**src/rtl/sine_nco_pkg.sv**
```systemverilog
// Shared types and constants for the sine NCO front-end that feeds the CORDIC Sine core.
package sine_nco_pkg;

   localparam int unsigned ANGLE_W  = 16;
   localparam int unsigned SAMPLE_W = 16;

   // pi/2 in the core's Q3.13 radian format
   localparam logic [ANGLE_W-1:0] HALF_PI_CODE = 16'h3244;

   typedef enum logic [1:0] {
      IDLE   = 2'd0,
      LAUNCH = 2'd1,
      WAIT   = 2'd2,
      EMIT   = 2'd3
   } seq_state_e;

   typedef enum logic [1:0] {
      QUAD_0 = 2'd0,
      QUAD_1 = 2'd1,
      QUAD_2 = 2'd2,
      QUAD_3 = 2'd3
   } quadrant_e;

endpackage

```
**src/rtl/sine_phase_sequencer_phase_to_angle.sv**
```systemverilog
// Combinational fold of a full-circle phase into the core's [0, pi/2] angle range,
// plus the sign to restore on the core's result.
module phase_to_angle #(
   parameter int unsigned PHASE_W = 32,
   parameter int unsigned FRAC_W  = 14,
   parameter logic [sine_nco_pkg::ANGLE_W-1:0] HALF_PI_CODE = sine_nco_pkg::HALF_PI_CODE
) (
   input  logic [PHASE_W-1:0]                Phase_i,
   output logic [sine_nco_pkg::ANGLE_W-1:0]  Angle_o,
   output logic                              Neg_o
);
   import sine_nco_pkg::*;

   localparam int unsigned PROD_W = FRAC_W + ANGLE_W;

   quadrant_e           quad;
   logic [FRAC_W-1:0]   frac;
   logic [PROD_W-1:0]   prod;
   logic [ANGLE_W-1:0]  f_angle;
   logic                bits_unused;

   assign quad    = quadrant_e'(Phase_i[PHASE_W-1 -: 2]);
   assign frac    = Phase_i[PHASE_W-3 -: FRAC_W];
   assign prod    = PROD_W'(frac) * PROD_W'(HALF_PI_CODE);
   assign f_angle = prod[FRAC_W +: ANGLE_W];

   assign bits_unused = ^{Phase_i[PHASE_W-3-FRAC_W:0], prod[FRAC_W-1:0]};

   // Odd quadrants mirror the ramp so the angle falls back from pi/2 towards 0
   always_comb begin
      Angle_o = f_angle;
      Neg_o   = 1'b0;
      unique case (quad)
         QUAD_0: begin
            Angle_o = f_angle;
            Neg_o   = 1'b0;
         end
         QUAD_1: begin
            Angle_o = HALF_PI_CODE - f_angle;
            Neg_o   = 1'b0;
         end
         QUAD_2: begin
            Angle_o = f_angle;
            Neg_o   = 1'b1;
         end
         QUAD_3: begin
            Angle_o = HALF_PI_CODE - f_angle;
            Neg_o   = 1'b1;
         end
         default: begin
            Angle_o = f_angle;
            Neg_o   = 1'b0;
         end
      endcase
   end

endmodule

```
**src/rtl/sine_phase_sequencer.sv**
```systemverilog
// NCO front-end: phase accumulator, quadrant fold, Start/Done handshake with the
// CORDIC Sine core, and sign restoration of the returned sample.
module sine_phase_sequencer #(
   parameter int unsigned PHASE_W = 32,
   parameter int unsigned FRAC_W  = 14,
   parameter logic [sine_nco_pkg::ANGLE_W-1:0] HALF_PI_CODE = sine_nco_pkg::HALF_PI_CODE
) (
   input  logic                                Clk_i,
   input  logic                                Rst_i,
   input  logic                                Enable_i,
   input  logic                                SampleTick_i,
   input  logic [PHASE_W-1:0]                  PhaseInc_i,
   input  logic                                PhaseClr_i,
   input  logic                                OvrClr_i,
   output logic [sine_nco_pkg::ANGLE_W-1:0]    Angle_o,
   output logic                                Start_o,
   input  logic                                Done_i,
   input  logic [sine_nco_pkg::SAMPLE_W-1:0]   Sine_i,
   output logic [sine_nco_pkg::SAMPLE_W-1:0]   Sample_o,
   output logic                                SampleValid_o,
   output logic                                Busy_o,
   output logic                                Overrun_o
);
   import sine_nco_pkg::*;

   seq_state_e            state_q, state_d;
   logic [PHASE_W-1:0]    acc_q, acc_d;
   logic [ANGLE_W-1:0]    angle_q, angle_d;
   logic                  neg_q, neg_d;
   logic [SAMPLE_W-1:0]   sample_q, sample_d;
   logic                  ovr_q, ovr_d;

   logic [ANGLE_W-1:0]    fold_angle;
   logic                  fold_neg;
   logic                  accept;
   logic                  drop;
   logic [SAMPLE_W-1:0]   restored;

   // The fold sees the pre-increment accumulator, i.e. the phase of this sample
   phase_to_angle #(
      .PHASE_W      (PHASE_W),
      .FRAC_W       (FRAC_W),
      .HALF_PI_CODE (HALF_PI_CODE)
   ) u_fold (
      .Phase_i (acc_q),
      .Angle_o (fold_angle),
      .Neg_o   (fold_neg)
   );

   always_ff @(posedge Clk_i or posedge Rst_i) begin
      if (Rst_i) begin
         state_q  <= IDLE;
         acc_q    <= '0;
         angle_q  <= '0;
         neg_q    <= 1'b0;
         sample_q <= '0;
         ovr_q    <= 1'b0;
      end else begin
         state_q  <= state_d;
         acc_q    <= acc_d;
         angle_q  <= angle_d;
         neg_q    <= neg_d;
         sample_q <= sample_d;
         ovr_q    <= ovr_d;
      end
   end

   always_comb begin
      restored = Sine_i;
      if (neg_q) begin
         restored = (Sine_i == {1'b1, {(SAMPLE_W-1){1'b0}}}) ? {1'b0, {(SAMPLE_W-1){1'b1}}}
                                                             : (~Sine_i + 1'b1);
      end
   end

   always_comb begin
      state_d  = state_q;
      acc_d    = acc_q;
      angle_d  = angle_q;
      neg_d    = neg_q;
      sample_d = sample_q;
      ovr_d    = ovr_q;

      accept = (state_q == IDLE) && Enable_i && SampleTick_i;
      drop   = (state_q != IDLE) && Enable_i && SampleTick_i;

      if (accept) begin
         acc_d   = acc_q + PhaseInc_i;
         angle_d = fold_angle;
         neg_d   = fold_neg;
      end
      if (PhaseClr_i) begin
         acc_d = '0;
      end

      // A fresh overrun outranks a coincident clear request
      if (drop) begin
         ovr_d = 1'b1;
      end else if (OvrClr_i) begin
         ovr_d = 1'b0;
      end

      unique case (state_q)
         IDLE:   if (accept) state_d = LAUNCH;
         LAUNCH: state_d = WAIT;
         WAIT: begin
            if (Done_i) begin
               sample_d = restored;
               state_d  = EMIT;
            end
         end
         EMIT:   state_d = IDLE;
         default: state_d = IDLE;
      endcase
   end

   assign Angle_o       = angle_q;
   assign Start_o       = (state_q == LAUNCH);
   assign SampleValid_o = (state_q == EMIT);
   assign Busy_o        = (state_q != IDLE);
   assign Sample_o      = sample_q;
   assign Overrun_o     = ovr_q;

endmodule

```
**config.mk**
```make
export PLATFORM = sky130hd
export DESIGN_NAME = sine_phase_sequencer
export DESIGN_NICKNAME = d
export VERILOG_FILES = /design/src/rtl/sine_nco_pkg.sv /design/src/rtl/sine_phase_sequencer_phase_to_angle.sv /design/src/rtl/sine_phase_sequencer.sv
export SDC_FILE = /design/constraint.sdc
export NUM_CORES = 1
export LEC_CHECK = 0
export CORE_MARGIN = 2
export CORE_UTILIZATION = 57
export CTS_CLUSTER_DIAMETER = 30
export DETAILED_ROUTE_END_ITERATION = 7
export PLACE_DENSITY = 0.79
export REMOVE_ABC_BUFFERS = 1
export SLEW_MARGIN = 20
export SYNTH_ARGS = -nofsm -noshare
export SYNTH_HDL_FRONTEND = slang
export SYNTH_SLANG_ARGS = --single-unit
```
**constraint.sdc**
```tcl
create_clock -name Clk_i -period 7.1 [get_ports Clk_i]
set_input_delay 0.71 -clock Clk_i [delete_from_list [all_inputs] [get_ports Clk_i]]
set_output_delay 0.71 -clock Clk_i [all_outputs]
set_load 0.05 [all_outputs]
```
==> impl_metrics.toml, run 1 <==
[pwr]
p_leak_uw = 0.00409
p_int_uw = 1340
power_frac_seq_pct = 23.5
peakVddDrop_mv = 0.148
combPwrFrac_pct = 54.3
p_sw_uw = 1090
power.total_uw = 2430
switching_share_pct = 44.9
pwr-share-clk_pct = 22.3
powerDensity_mw_per_mm2 = 293

[logic_synthesis]
synthCells = 791
synth_top_cell_by_area = "dfrtp_1"
yosysMostFrequentCell = "ha_1"
yosysTopAreaCellShare_pct = 24.3
synth_top_cells_by_count = "ha_1 (117), nand2_1 (102), a21oi_1 (78), inv_1 (77), dfrtp_1 (67)"
ys_seq_elements = 67
yosys_warnings = 0
synthFlopType = "dfrtp_1"
synth_area_leaders = "dfrtp_1 (24%), ha_1 (21%), fa_1 (6.7%), a21oi_1 (5.7%), nand2_1 (5.5%)"
synthArstFlopShare_pct = 100
seq_area_frac_synth_pct = 24.3
syn_area_sq_mm = 0.00691
syn_area_per_cell_sq_um = 8.73
synth_edf_count = 0
ys_types = 64

[worst_setup_path]
path_class = "reg2reg"
setup.worst_path.start_class = "flop"
critPathMaxFanout = 7
worstPathCellList = "ha_1 -> fa_1 -> fa_1 -> inv_1 -> fa_1 -> inv_1 -> ha_1 -> ha_1 -> a21oi_4 -> o21ai_2 -> a221oi_4 -> o21bai_4 -> a211oi_2 -> nor3_2 -> or4b_4 -> a32o_1 -> a21oi_2 -> xor2_1 -> o21ai_1"
crit_start = "acc_q[17]"
cp-end-kind = "flop"
r2r_start = "acc_q[17]"
crit_family = "adder cells"
slowest_delay_ns = 0.52
timing.critical_path.buf_inv = 2
cp_slowest_cell = "fa_1"
cp.arrival_ns = 5.75
worst_ep_required_time_ns = 7.30

[cts]
clk_latency_ns = 0.35
cts_tree = "yes"
cts-hold-fix-buffers = 0
ctsHtreeMaxLevel = 3
cts_root_buffer = "clkbuf_16"
cts_resized = 0
cts_buffers = 9
cts_max_path_buffers = 2
post_cts_buffers = 0
cts.sinks = 67
clk_pin_slew_ns = 0.06

[place]
dp_hpwl_microns = 11700
gp_congestion = 0.849
port_buffers = 90

[detailed_routing]
drt_wl_total_microns = 15500
ant_nets = 0
dr_total_vias = 5938
dr.pass1.iters = 6
drt-initial-drc-count = 442
drc = 0
vias_per_cell = 5.80
wl_per_cell_microns = 15.1

[floorplanning]
rows = 40
die_w_microns = 114
die-area_sq_mm = 0.0130
die_h_microns = 114
ios = 91
start_util_pct = 58.0
core_sq_mm = 0.0119

[finish]
nNetsFinal = 1067
drive_gt1_share_pct = 5.13
areaGrowthSynthToFinish_pct = 20.0
diodes = 0
nFillCells = 947

[sta]
max_clock_freq_ghz = 0.180
slew_headroom_pct = 41.3
setup_violations = 0
min_period_ns = 5.55
whs_ns = 0.478
final_hold_viol_count = 0
finClkSkew_ns = 0.00885
report.final.slew_viol_count = 0
worst_pin_slew_ns = 0.881
grt_setup_unrepaired = "false"
fin_setup_tns_ns = 0
timing.final.crit_share_pct = 78.2

[worst_hold_path]
hold_start = "Angle_o[0]"
hp-class = "reg2reg"

[grt]
grt_start_max_net_pins = 68
grt.total_usage_pct = 24.1
overflow = 0
grt_pass1_vias = 5569
antenna_found_initial = 0
grt_pass1_wl_microns = 25400

[run_status]
outcome = "finished, final reports clean"

[flow_run]
maxCapViolCount = 0
worst paths after layout:
check / to / slack, ns / cells past startpoint
worst max-delay path: Angle_o[13] / 1.55 / 19
worst min-delay path: Angle_o[0] / 0.48 / 2
min in group asynchronous: Overrun_o / 0.95 / 3
worst min register to register: Angle_o[0] / 0.48 / 2
worst max register to register: Angle_o[13] / 1.55 / 19
max in group asynchronous: acc_q[14] / 5.57 / 3
cell families (layout without fill, tap and decap cells):
kind of cell    after synthesis  after routing  share of synthesized area (%)
fa+ha+maj                   140            140                           27.9
mux                           2              2                          0.290
compound gates              202            202                           19.6
simple gates                210            210                           13.4
flops                        67             67                           24.3
xor+xnor                     69             69                           8.86
buf+inv                     101            187                           5.69
power groups by stage:
stage	Combinational, uW	Clock [uW]	Sequential, uW
after floorplan	679	0	833
after global placement	1280	0	568
after detailed placement	1310	0	576
after CTS	1320	548	569
after global routing	1440	566	582
final	1320	541	569
flip-flops by register name (all words and copies together), names as in the netlist:
register / flops
Angle_o: 15
Overrun_o: 1
Sample_o: 16
acc_q: 32
neg_q: 1
state_q: 2
through the flow:
step / instances / utilization [%] / setup slack, ns / area, sq um
2_1_floorplan: 767 / - / 1.85 / 6800
3_3_place_gp: 1008 / 66.5 / 1.72 / 7930
3_5_place_dp: 1008 / 66.6 / 1.60 / 7930
4_1_cts: 1024 / 69.6 / 1.56 / 8290
5_1_grt: 1024 / 69.6 / 1.27 / 8290
6_report: 1024 / 69.6 / 1.55 / 8290
worst min-delay path: cells and delay by family (launching register included):
kind               cells  cell delay (ns)
DFF                    1             0.34
AOI/OAI and AO/OA      1             0.06
and+or+nand+nor        1             0.05
cells in the final DEF (no fill, tap or decap), drive strengths merged, types with 16 or more instances in the layout:
cell type / Yosys / final
a21oi: 80 / 80
ha: 117 / 117
nand2: 102 / 102
clkdlybuf4s50: 0 / 90
inv: 77 / 78
dfrtp: 67 / 67
xnor2: 33 / 33
xor2: 36 / 36
a21o: 16 / 16
fa: 23 / 23
o21ai: 41 / 41
nor2: 47 / 47
cell type report:
| type | instances | area (sq um) | share of cell area [%] |
|---|---|---|---|
| timing repair buffer | 94 | 931 | 11.2 |
| inverter | 77 | 289 | 3.49 |
| clock buffer | 11 | 253 | 3.05 |
| multi-input combinational | 623 | 4850 | 58.5 |
| sequential | 67 | 1680 | 20.2 |
| clock inverter | 5 | 106 | 1.28 |
| tap | 147 | 184 | 2.22 |
layer usage:
layer / vias up / track usage (%) / routed length [microns]
met1: 2830 / 32.0 / 7030
met3: 32 / 4.82 / 808
met2: 157 / 39.8 / 7270
li1: 2919 / - / -
met5: - / 0 / 0
met4: 0 / 8.05 / 339
Power figures use the tool's default switching activity.
==> run 2, diff against run 1 <==
==> constraint.sdc (replaced) <==
create_clock -name Clk_i -period 5.5 [get_ports Clk_i]
set_input_delay 0.55 -clock Clk_i [delete_from_list [all_inputs] [get_ports Clk_i]]
set_output_delay 0.55 -clock Clk_i [all_outputs]
set_load 0.05 [all_outputs]
==> run 2 against run 1 <==
Die area unchanged. Sequential cell count unchanged. Fmax up 4.2%. Combinational power up 34%. Register-to-register slack worse by 1.4 ns.
==> impl_metrics.toml, run 2 (synthesis gave the netlist of run 1 again) <==
[finish]
finalNonFillerCells = 1033
drive_gt1_share_pct = 7.34
diodes = 0
final_common_cell = "ha_1"
largest_reg_flops = 32
areaGrowthSynthToFinish_pct = 22.4
top_register = "acc_q"
nNetsFinal = 1076
nFillCells = 902
final_cell_mix = "ha_1 (113), nand2_1 (102), clkdlybuf4s50_1 (90)"
multiInputGateArea_sq_mm = 0.00494
seqCellArea_sq_mm = 0.00168

[cts]
cts_root_buffer = "clkbuf_16"
cts_tree = "yes"
cts-hold-fix-buffers = 0
ctsHtreeMaxLevel = 3
cts_buffers = 9
clk_pin_slew_ns = 0.06
clk_latency_ns = 0.34
cts.sinks = 67
cts_max_path_buffers = 2

[worst_setup_path]
worst_ep_required_time_ns = 5.71
cp_slowest_cell = "fa_1"
worst_r2r_path_depth = 17
worstPathCellList = "ha_1 -> fa_1 -> fa_1 -> fa_1 -> ha_1 -> ha_4 -> a21oi_4 -> o21ai_2 -> a221oi_4 -> o21bai_4 -> a211oi_2 -> nor3_4 -> or4b_4 -> a32o_2 -> a21oi_2 -> xor2_1 -> o21ai_1"
cp-end-kind = "flop"
crit_family = "adder cells"
timing.critical_path.buf_inv = 0
critPathMaxFanout = 7
cp.arrival_ns = 5.54
path_class = "reg2reg"
setup.worst_path.start_class = "flop"
cpMostUsedCell = "fa_1"
slowest_delay_ns = 0.51
reg2reg_slack_ns = 0.17
cp_num_cells = 17

[grt]
overflow = 0
antenna_found_initial = 0
grt_pass1_wl_microns = 27000
grt_start_max_net_pins = 68
grt.total_usage_pct = 25.7
grt_pass1_vias = 5952

[run_status]
outcome = "finished, final reports clean"

[sta]
report.final.slew_viol_count = 0
setup_violations = 0
whs_ns = 0.480
finClkSkew_ns = 0.00654
final_hold_viol_count = 0
min_period_ns = 5.33
worst_pin_slew_ns = 0.894
slew_headroom_pct = 40.4
fin_setup_tns_ns = 0
timing.final.crit_share_pct = 96.9
max_clock_freq_ghz = 0.188

[worst_hold_path]
hold_depth = 2
hp-class = "reg2reg"

[flow_run]
maxCapViolCount = 0

[detailed_routing]
wl_per_cell_microns = 15.8
ant_nets = 0
drc = 0
drt_wl_total_microns = 16300
dr.pass1.iters = 7
drt-initial-drc-count = 403
dr_total_vias = 6081
vias_per_cell = 5.89

[floorplanning]
die_w_microns = 114
ios = 91
start_util_pct = 58.0
die_h_microns = 114
die-area_sq_mm = 0.0130
core_sq_mm = 0.0119
rows = 40

[pwr]
powerDensity_mw_per_mm2 = 381
p_leak_uw = 0.00415
power.total_uw = 3220
peakVddDrop_mv = 0.183

[place]
dp_hpwl_microns = 12200
port_buffers = 90
dp.cells = 1013
gp_congestion = 0.849
[run 2: cell count changes in the layout (fill, tap and decap cells not counted), moves of 2 or more]
cell,before,now
buf_4,4,13
clkbuf_8,2,0
dfrtp_1,67,65
dfrtp_2,0,2
ha_1,117,113
ha_4,0,4
nor2_1,46,44
nor2_2,1,3
[run 2: per-stage QoR]
step / cell area (sq um) / setup slack (ns) / utilization [%]
2_1_floorplan: 6800 / 0.252 / -
3_3_place_gp: 7960 / 0.185 / 66.9
3_5_place_dp: 7970 / 0.0321 / 66.9
4_1_cts: 8340 / 0.0338 / 70.0
5_1_grt: 8460 / -0.0228 / 71.0
6_report: 8460 / 0.171 / 71.0
[run 2: report_power, final]
part | total [uW] | internal (uW) | switching, uW
registers | 732 | 629 | 103
clock network | 721 | 490 | 231
logic | 1770 | 664 | 1110
[run 2: path summary, 6_finish.rpt]
path                        startpoint     endpoint
setup / recovery             acc_q[18]  Angle_o[13]
hold / removal             Angle_o[10]  Angle_o[10]
setup reg to reg             acc_q[18]  Angle_o[13]
hold reg to reg            Angle_o[10]  Angle_o[10]
max in group asynchronous        Rst_i    acc_q[18]
min in group asynchronous        Rst_i    Overrun_o
[run 2: what timing repair did]
action,in CTS,in global routing
setup endpoints to repair,1,5
gates resized for setup,1,16
pin swaps,0,11
setup buffers,0,4
[run 2: per-layer routing]
metal | share of wire [%] | GRT usage, % | vias up
li1 | - | - | 2936
met1 | 44 | 32.9 | 2940
met2 | 49 | 44.1 | 181
met3 | 5.1 | 4.92 | 24
met4 | 1.7 | 8.13 | 0
met5 | 0 | 0 | -
[run 2: area by class of cell]
class                   instances  area share (%)
clock buffers                  10            2.71
clock inverters                 6            1.61
inverters                      77            3.42
multi-input cells             623            58.4
flip-flops and latches         67            19.9
well taps                     147            2.17
repair buffers                103            11.8
[run 2: worst register-to-register path: cells and delay by family, from the launching register on]
kind | cells | cell delay, ns
adders and majority gates | 6 | 2.39
AOI/OAI and AO/OA | 8 | 1.62
and+or+nand+nor | 2 | 0.60
DFF | 1 | 0.44
xor gates and xnor gates | 1 | 0.15
==> RTL edit, RTL diff (config.mk and constraints of run 2) <==
Re-encode `seq_state_e` (4 states) as one-hot, 4 bits wide.
--- a/src/rtl/sine_nco_pkg.sv
+++ b/src/rtl/sine_nco_pkg.sv
@@ -9,7 +9,7 @@
 
-   typedef enum logic [1:0] {
-      IDLE   = 2'd0,
-      LAUNCH = 2'd1,
-      WAIT   = 2'd2,
-      EMIT   = 2'd3
+   typedef enum logic [3:0] {
+      IDLE   = 4'b0001,
+      LAUNCH = 4'b0010,
+      WAIT   = 4'b0100,
+      EMIT   = 4'b1000
    } seq_state_e;
Function: same outputs for any inputs over 4 cycles, from zero or initial values and one cycle with Rst_i high; so few cycles prove little.
==> RTL edit against run 2 <==
  * Synthesized area is 2.2% higher
  * Total power is 25% lower
  * Global-route usage is 0.13 points higher
  * Final area grew 1.2%
  * Sequential cell count grew 2
  * Wire length increased by 0.34%
  * Core utilization hardly changed
  * Critical path depth is 2 lower
  * Worst setup slack gained 0.027 ns
  * Critical path type unchanged
  * Highest routed layer unchanged
==> RTL edit: results (changes against run 2) <==
Status - completed
CP max FO - 6 (-1)
First-pass GRT wire length - 27600 um (+2.4%)
Register area share after synthesis - 24.5% (+0.20 points)
Via-to-Cell Ratio - 5.80 (-1.4%)
Xor and xnor area share after synthesis - 7.57% (-1.3 points)
Yosys cell types - 74 (+16%)
Top sig layer - met4
WL met1 - 7300 um (+2.4%)
Met2 global-route usage - 43.7% (-0.36 points)
Worst Path Arrival - 5.53 ns (about the same)
CP max-delay cell - fa_1
GRT met3 Usage - 3.22% (-1.7 points)
Worst VDD drop - 0.262 mV (+43%)
Hold_sp - Angle_o[5]$_DFFE_PP0P_
Mapped Cells - 806 (+1.9%)
DRT iter0 DRCs - 366 (-9.2%)
Leakage - 0.00429 uW (+3.3%)
GRT Util Overall - 25.8% (+0.13 points)
Row cnt - 40 (unchanged)
Fill cell count - 937 (+3.9%)
Setup slack, reg-to-reg - 0.20 ns (+0.03 ns)
Max reg flops - 32 (unchanged)
Post-synthesis compound-gate area fraction - 19.4% (-0.21 points)
Post-synthesis mux area share - 0.886% (+0.60 points)
WL met2 - 7920 um (-1.7%)
Largest net degree at the start of global routing - 71 (+4.4%)
FF-to-FF Start - acc_q[19]$_DFFE_PP0P_
Clock skew - 0.00666 ns (+0.000124 ns)
Top cells by area, synth - dfrtp_1 (24%), ha_1 (20%), fa_1 (6.5%)
Placer Congestion - 0.873 (+2.9%)
R2R cell count - 15 (-2)
Placed Cells - 1049 (+3.6%)
Clock Latency Late Sink - 0.35 ns
Met3 routed WL - 795 um (-4.2%)
Share of layout cells above drive strength 1 - 6.47% (-0.86 points)
Clock buffer depth - 2 (unchanged)
DR WL/cell - 15.4 um (-2.6%)
Routed WL - 16400 um (+0.34%)
Nets@finish - 1083 (+0.65%)
Vias in the first global route - 5981 (+0.49%)
Rel. slew slack - 39.8% (-0.62 points)
Adder-cell area share of the yosys netlist - 26.5% (-1.3 points)
Met1 usage - 33.8% (+0.83 points)
Hold Path Class - flip-flop to flip-flop
CP peak stage delay - 0.56 ns (+0.05 ns)
Top cells by instance count after synthesis - ha_1 (113), nand2_1 (85), inv_1 (72)
Hpwl dp - 12200 um (+0.34%)
RTL edit: repair_timing:
item / 4_1_cts / 5_1_grt
resized for setup: 1 / 16
setup endpoints to repair: 1 / 7
pin swaps: 0 / 3
RTL edit: cells by family after synthesis:
| kind of cell | after synthesis |
|---|---|
| DFF | 69 |
| AOI/OAI and AO/OA | 203 |
| and+or+nand+nor | 234 |
| muxes | 6 |
| buffers and inverters | 97 |
| xor gates and xnor gates | 61 |
| adders and majority gates | 136 |
RTL edit: where the power goes:
group	internal (uW)	leakage, uW	total (uW)	switching [uW]
sequential	588	0.000926	651	62.7
clock	441	0.000162	681	240
combinational	428	0.00320	1090	664
RTL edit: cell type report:
cell class	instances	area (um^2)	area share (%)
Tap cell	168	210	2.45
Inverter	73	274	3.20
Sequential cell	69	1730	20.2
Clock buffer	9	225	2.63
Multi-Input combinational cell	640	5040	58.9
Clock inverter	6	111	1.30
Timing Repair Buffer	99	968	11.3
RTL edit: worst min path at each step:
stage / depth (start not counted) / endpoint / slack [ns]
global route: 2 / Angle_o[5]$_DFFE_PP0P_ / 0.51
floorplan: 2 / acc_q[3]$_DFFE_PP0P_ / 0.48
CTS: 2 / Angle_o[5]$_DFFE_PP0P_ / 0.48
finish: 2 / Angle_o[5]$_DFFE_PP0P_ / 0.47
detailed placement: 2 / Angle_o[5]$_DFFE_PP0P_ / 0.46
global placement: 2 / Angle_o[5]$_DFFE_PP0P_ / 0.45
RTL edit: through the flow:
| step | worst slack, ns | cell area (um^2) | power (uW) |
|---|---|---|---|
| finish | 0.198 | 8560 | 2420 |
| global route | -0.0111 | 8560 | 2570 |
| CTS | 0.00790 | 8500 | 2410 |
| detailed placement | 0.0232 | 8160 | 1720 |
| global placement | 0.179 | 8150 | 1680 |
| floorplan | 0.391 | 6970 | 1400 |
